[config.mk]
export PLATFORM = sky130hd
export DESIGN_NAME = ram32x4_writer
export DESIGN_NICKNAME = d
export VERILOG_FILES = /design/src/rtl/ram32x4_pkg.sv /design/src/rtl/ram_addr_counter.sv /design/src/rtl/ram32x4_writer.sv
export SDC_FILE = /design/constraint.sdc
export NUM_CORES = 1
export LEC_CHECK = 0
export ABC_AREA = 1
export CAP_MARGIN = 20
export CORE_ASPECT_RATIO = 0.7
export CORE_UTILIZATION = 47
export DETAILED_ROUTE_END_ITERATION = 6
export PLACE_DENSITY = 0.94
export SYNTH_ARGS = -nofsm -noshare
export SYNTH_HDL_FRONTEND = slang
export SYNTH_SLANG_ARGS = --single-unit
export TNS_END_PERCENT = 100
[constraint.sdc]
create_clock -name clk -period 2.78 [get_ports clk]
set_input_delay 0.556 -clock clk [delete_from_list [all_inputs] [get_ports clk]]
set_output_delay 0.556 -clock clk [all_outputs]
set_load 0.01 [all_outputs]
[src/rtl/ram32x4_pkg.sv]
// Shared constants and state type for the 32x4 RAM write and read sides.
package ram32x4_pkg;

    localparam int ADDR_W = 5;
    localparam int DATA_W = 4;
    localparam int DEPTH  = 32;

    typedef enum logic [1:0] {
        IDLE  = 2'd0,
        WRITE = 2'd1,
        FILL  = 2'd2,
        DONE  = 2'd3
    } writer_state_t;

endpackage

[src/rtl/ram_addr_counter.sv]
// Fill-address up-counter with enable, synchronous clear and terminal-count flag.
module ram_addr_counter #(
    parameter int ADDR_W = 5,
    parameter int DEPTH  = 32
) (
    input  logic              clk,
    input  logic              clr_i,
    input  logic              en_i,
    output logic [ADDR_W-1:0] count_o,
    output logic              tc_o
);

    logic [ADDR_W-1:0] count_q;
    logic [ADDR_W-1:0] count_d;

    always_comb begin
        count_d = count_q;
        if (clr_i) begin
            count_d = '0;
        end else if (en_i) begin
            count_d = count_q + ADDR_W'(1);
        end
    end

    always_ff @(posedge clk) begin
        count_q <= count_d;
    end

    assign count_o = count_q;
    assign tc_o    = (count_q == ADDR_W'(DEPTH - 1));

endmodule

[src/rtl/ram32x4_writer.sv]
// Write-side controller for the 32x4 RAM: single handshaked writes or a bulk fill.
module ram32x4_writer #(
    parameter int ADDR_W = ram32x4_pkg::ADDR_W,
    parameter int DATA_W = ram32x4_pkg::DATA_W,
    parameter int DEPTH  = ram32x4_pkg::DEPTH
) (
    input  logic              clk,
    input  logic              rst,
    input  logic              req_valid,
    output logic              req_ready,
    input  logic [ADDR_W-1:0] req_addr,
    input  logic [DATA_W-1:0] req_data,
    input  logic              fill_start,
    input  logic [DATA_W-1:0] fill_value,
    output logic              wr_en,
    output logic [ADDR_W-1:0] wr_addr,
    output logic [DATA_W-1:0] wr_data,
    output logic              busy,
    output logic              fill_done
);

    import ram32x4_pkg::*;

    writer_state_t     state_q, state_d;
    logic              wr_en_q, wr_en_d;
    logic [ADDR_W-1:0] wr_addr_q, wr_addr_d;
    logic [DATA_W-1:0] wr_data_q, wr_data_d;
    logic              busy_q, busy_d;
    logic              fill_done_q, fill_done_d;

    logic              cnt_clr;
    logic              cnt_en;
    logic [ADDR_W-1:0] cnt_count;
    logic              cnt_tc;

    // The counter tracks the address currently on wr_addr during FILL.
    ram_addr_counter #(
        .ADDR_W (ADDR_W),
        .DEPTH  (DEPTH)
    ) u_fill_cnt (
        .clk     (clk),
        .clr_i   (cnt_clr | rst),
        .en_i    (cnt_en),
        .count_o (cnt_count),
        .tc_o    (cnt_tc)
    );

    assign req_ready = (state_q == IDLE) && !rst && !fill_start;

    // Outputs are computed from the transition so they line up with the state being entered.
    always_comb begin
        state_d     = state_q;
        wr_en_d     = 1'b0;
        wr_addr_d   = wr_addr_q;
        wr_data_d   = wr_data_q;
        busy_d      = 1'b0;
        fill_done_d = 1'b0;
        cnt_clr     = 1'b0;
        cnt_en      = 1'b0;

        unique case (state_q)
            IDLE: begin
                if (fill_start) begin
                    state_d   = FILL;
                    wr_en_d   = 1'b1;
                    wr_addr_d = '0;
                    wr_data_d = fill_value;
                    busy_d    = 1'b1;
                    cnt_clr   = 1'b1;
                end else if (req_valid) begin
                    state_d   = WRITE;
                    wr_en_d   = 1'b1;
                    wr_addr_d = req_addr;
                    wr_data_d = req_data;
                    busy_d    = 1'b1;
                end
            end
            WRITE: begin
                state_d = IDLE;
            end
            FILL: begin
                busy_d = 1'b1;
                if (cnt_tc) begin
                    state_d     = DONE;
                    fill_done_d = 1'b1;
                end else begin
                    wr_en_d   = 1'b1;
                    wr_addr_d = cnt_count + ADDR_W'(1);
                    cnt_en    = 1'b1;
                end
            end
            DONE: begin
                state_d = IDLE;
            end
            default: begin
                state_d = IDLE;
            end
        endcase
    end

    always_ff @(posedge clk) begin
        if (rst) begin
            state_q     <= IDLE;
            wr_en_q     <= 1'b0;
            wr_addr_q   <= '0;
            wr_data_q   <= '0;
            busy_q      <= 1'b0;
            fill_done_q <= 1'b0;
        end else begin
            state_q     <= state_d;
            wr_en_q     <= wr_en_d;
            wr_addr_q   <= wr_addr_d;
            wr_data_q   <= wr_data_d;
            busy_q      <= busy_d;
            fill_done_q <= fill_done_d;
        end
    end

    assign wr_en     = wr_en_q;
    assign wr_addr   = wr_addr_q;
    assign wr_data   = wr_data_q;
    assign busy      = busy_q;
    assign fill_done = fill_done_q;

endmodule

==> results.yml <==
worst_setup_path:
  worstPathArrival_ns: 1.95
  crit_path_max_incr_delay_ns: 0.56
  crit_family: "buffers and inverters"
  critPathMaxFanout: 4
  crit_chain: "clkdlybuf4s50_1, inv_1, nand2_1, nor3_1, clkdlybuf4s50_1"
  cp_common_cell: "clkdlybuf4s50_1"
  crit_slowest_cell: "clkdlybuf4s50_1"
  worstPathRequired_ns: 2.22
  path_buf_inv: 3
  worst_setup_path_end_kind: "primary output"
  crit_type: "input pin to primary output"
  cp-start-kind: "input pin"
clock_network:
  cts_made_buffers: 3
  htree_levels: 1
  clkLatencyLatePin_ns: 0.30
  cts.path.max_buffers: 2
  clock-sinks: 19
  cts_resized: 0
  cts_hold_buf: 0
  cts_setup_buffers: 0
  cts_tree: "yes"
  clk_pin_slew_worst_paths_ns: 0.09
  cts_root_buffer: "clkbuf_4"
power_and_ir_drop:
  leakage_nw: 0.546
  internal-power_mw: 0.429
  pwr-share-clk: 0.222
  power_frac_seq: 0.505
  ir_drop_mv: 0.511
  p_switching_mw: 0.183
  pwr_density_cell_nw_per_um2: 490
  swShare: 0.299
  pwr-share-comb: 0.273
timing:
  worst_slack_ns: 0.277
  final_hold_viol_count: 0
  setup_viol: 0
  fmax_ghz: 0.399
  worstMarginPinSlew_ns: 0.312
  rsz0062_at_grt: "false"
  fin_crit_sh: 0.901
  finalSetupTns_ns: 0
  finClkSkew_ns: 0.0170
  drv_slew: 0
  fin_hold_ws_ns: 0.487
  slew_headroom: 0.792
  period_minus_slack_ns: 2.50
route:
  post_drt_wl_per_cell_microns: 13.4
  drc: 0
  drt_iter0_markers: 57
  vias: 1003
  vias_per_cell: 5.36
  drt_first_pass_iters: 7
  drt-total-wl_mm: 2.51
  postRouteAntennaNets: 0
job:
  drv_cap: 0
place:
  hpwl_mm: 1.87
  dp_slack_ns: 0.309
  numPortBuffers: 29
  gp_congestion: 0.793
synthesis:
  ys_types: 18
  synth_nets: 152
  syn_avg_cell_area_sq_um: 6.77
  ys_seq_elements: 19
  synth_top_area_frac: 0.422
  ys_seq_area_frac: 0.422
  synth_edf_count: 0
  synthFlopType: "dfxtp_1"
  synth_area_leaders: "dfxtp_1 (42%), nand2_1 (15%), nor2_1 (9.2%)"
  syn_inst: 133
  yosysTopAreaCell: "dfxtp_1"
  synth_common_cells: "nand2_1 (37), nor2_1 (22), dfxtp_1 (19)"
  ys_async_sr_fraction: 0
  synthMostInstantiatedCell: "nand2_1"
  syn_area_sq_um: 901
  ys_warn_count: 0
final_layout:
  regArea_sq_um: 380
  area_growth_pct: 38.6
  fin_nets: 186
  multi_input_area_sq_um: 458
  drive_gt1_frac: 0.0783
  antenna_cells: 0
  num-fill-cells: 135
global_routing:
  grt_start_max_net_pins: 14
  globalRoute.busiestLayer: "met2"
  antenna_found_initial: 0
  grtUsageTotal: 0.266
  grt_pass1_wl_mm: 3.82
  use_met3: 0.0863
  use_met1: 0.306
  grt_use_met2: 0.463
  grt_pass1_vias: 904
  overflow: 0
floorplanning:
  rows: 12
  die_x_microns: 54.3
  io_pins: 30
  coreArea_sq_um: 1680
  start_util: 0.536
  die_height_microns: 38.6
  dieArea_sq_um: 2100
hold_path:
  hold_class: "flip-flop to flip-flop"
outcome:
  status: "completed"
-- cells in the final DEF, fill, tap and decap left out, drive strengths merged --
master,synthesis,routed
a21oi,10,10
buf,1,2
clkbuf,1,4
clkdlybuf4s50,0,29
dfxtp,19,19
ha,2,2
inv,14,14
nand2,39,39
nand3,11,11
nand4,1,1
nor2,23,23
nor3,3,3
o21ai,9,9
-- cells by family after synthesis --
kind of cell / Yosys count / share of synthesized area
and+or+nand+nor: 77 / 0.371
adders and majority gates: 2 / 0.0278
buffers and inverters: 16 / 0.0694
DFF: 19 / 0.422
AOI/OAI and AO/OA: 19 / 0.110
-- sequential cells by signal, summed over array words and instances, names as in the netlist --
name	flops
busy	1
fill_done	1
state_q	2
u_fill_cnt.count_o	5
wr_addr	5
wr_data	4
wr_en	1
-- metal layers --
metal  up-vias  wire (microns)
li1        491               -
met1       461            1110
met2        47            1220
met3         4             150
met4         0              27
met5         -               0
-- area by class of cell --
class | instances | share of cell area
Multi-Input combinational cell | 98 | 0.367
Sequential cell | 19 | 0.305
Timing Repair Buffer | 31 | 0.244
Inverter | 14 | 0.0421
Clock buffer | 4 | 0.0210
Tap cell | 21 | 0.0210
-- worst register-to-register path, stage by stage, from the launching register on --
cell and delay [ns]:
dfxtp_1 0.35, ha_1 0.22, nand2_1 0.12, nor2_1 0.07
ha_1 0.19, inv_1 0.11, nand3_4 0.15, inv_2 0.16
nand3_1 0.10, a21oi_1 0.16
-- power by group through the flow --
stage / logic [mW] / registers (mW) / clock network, mW
global route: 0.180 / 0.311 / 0.150
floorplan: 0.0728 / 0.321 / 0
detailed placement: 0.163 / 0.315 / 0
global placement: 0.158 / 0.313 / 0
CTS: 0.165 / 0.309 / 0.138
finish: 0.167 / 0.309 / 0.136
-- through the flow --
| step | util | total power, mW | area [sq um] | cells |
|---|---|---|---|---|
| finish | 0.743 | 0.612 | 1250 | 187 |
| global route | 0.743 | 0.641 | 1250 | 187 |
| CTS | 0.743 | 0.612 | 1250 | 187 |
| detailed placement | 0.727 | 0.478 | 1220 | 183 |
| global placement | 0.727 | 0.471 | 1220 | 183 |
| floorplan | - | 0.394 | 901 | 133 |
-- final timing paths --
kind / end / cells past startpoint / slack (ns) / startpoint
setup / recovery: req_ready / 5 / 0.28 / rst
hold / removal: wr_data[2]$_SDFFE_PP0P_ / 2 / 0.49 / wr_data[2]$_SDFFE_PP0P_
setup reg to reg: u_fill_cnt.count_o[3]$_SDFFE_PP0P_ / 9 / 1.09 / u_fill_cnt.count_o[0]$_SDFFE_PP0P_
hold reg to reg: wr_data[2]$_SDFFE_PP0P_ / 2 / 0.49 / wr_data[2]$_SDFFE_PP0P_
(Power assumes the default switching activity.)
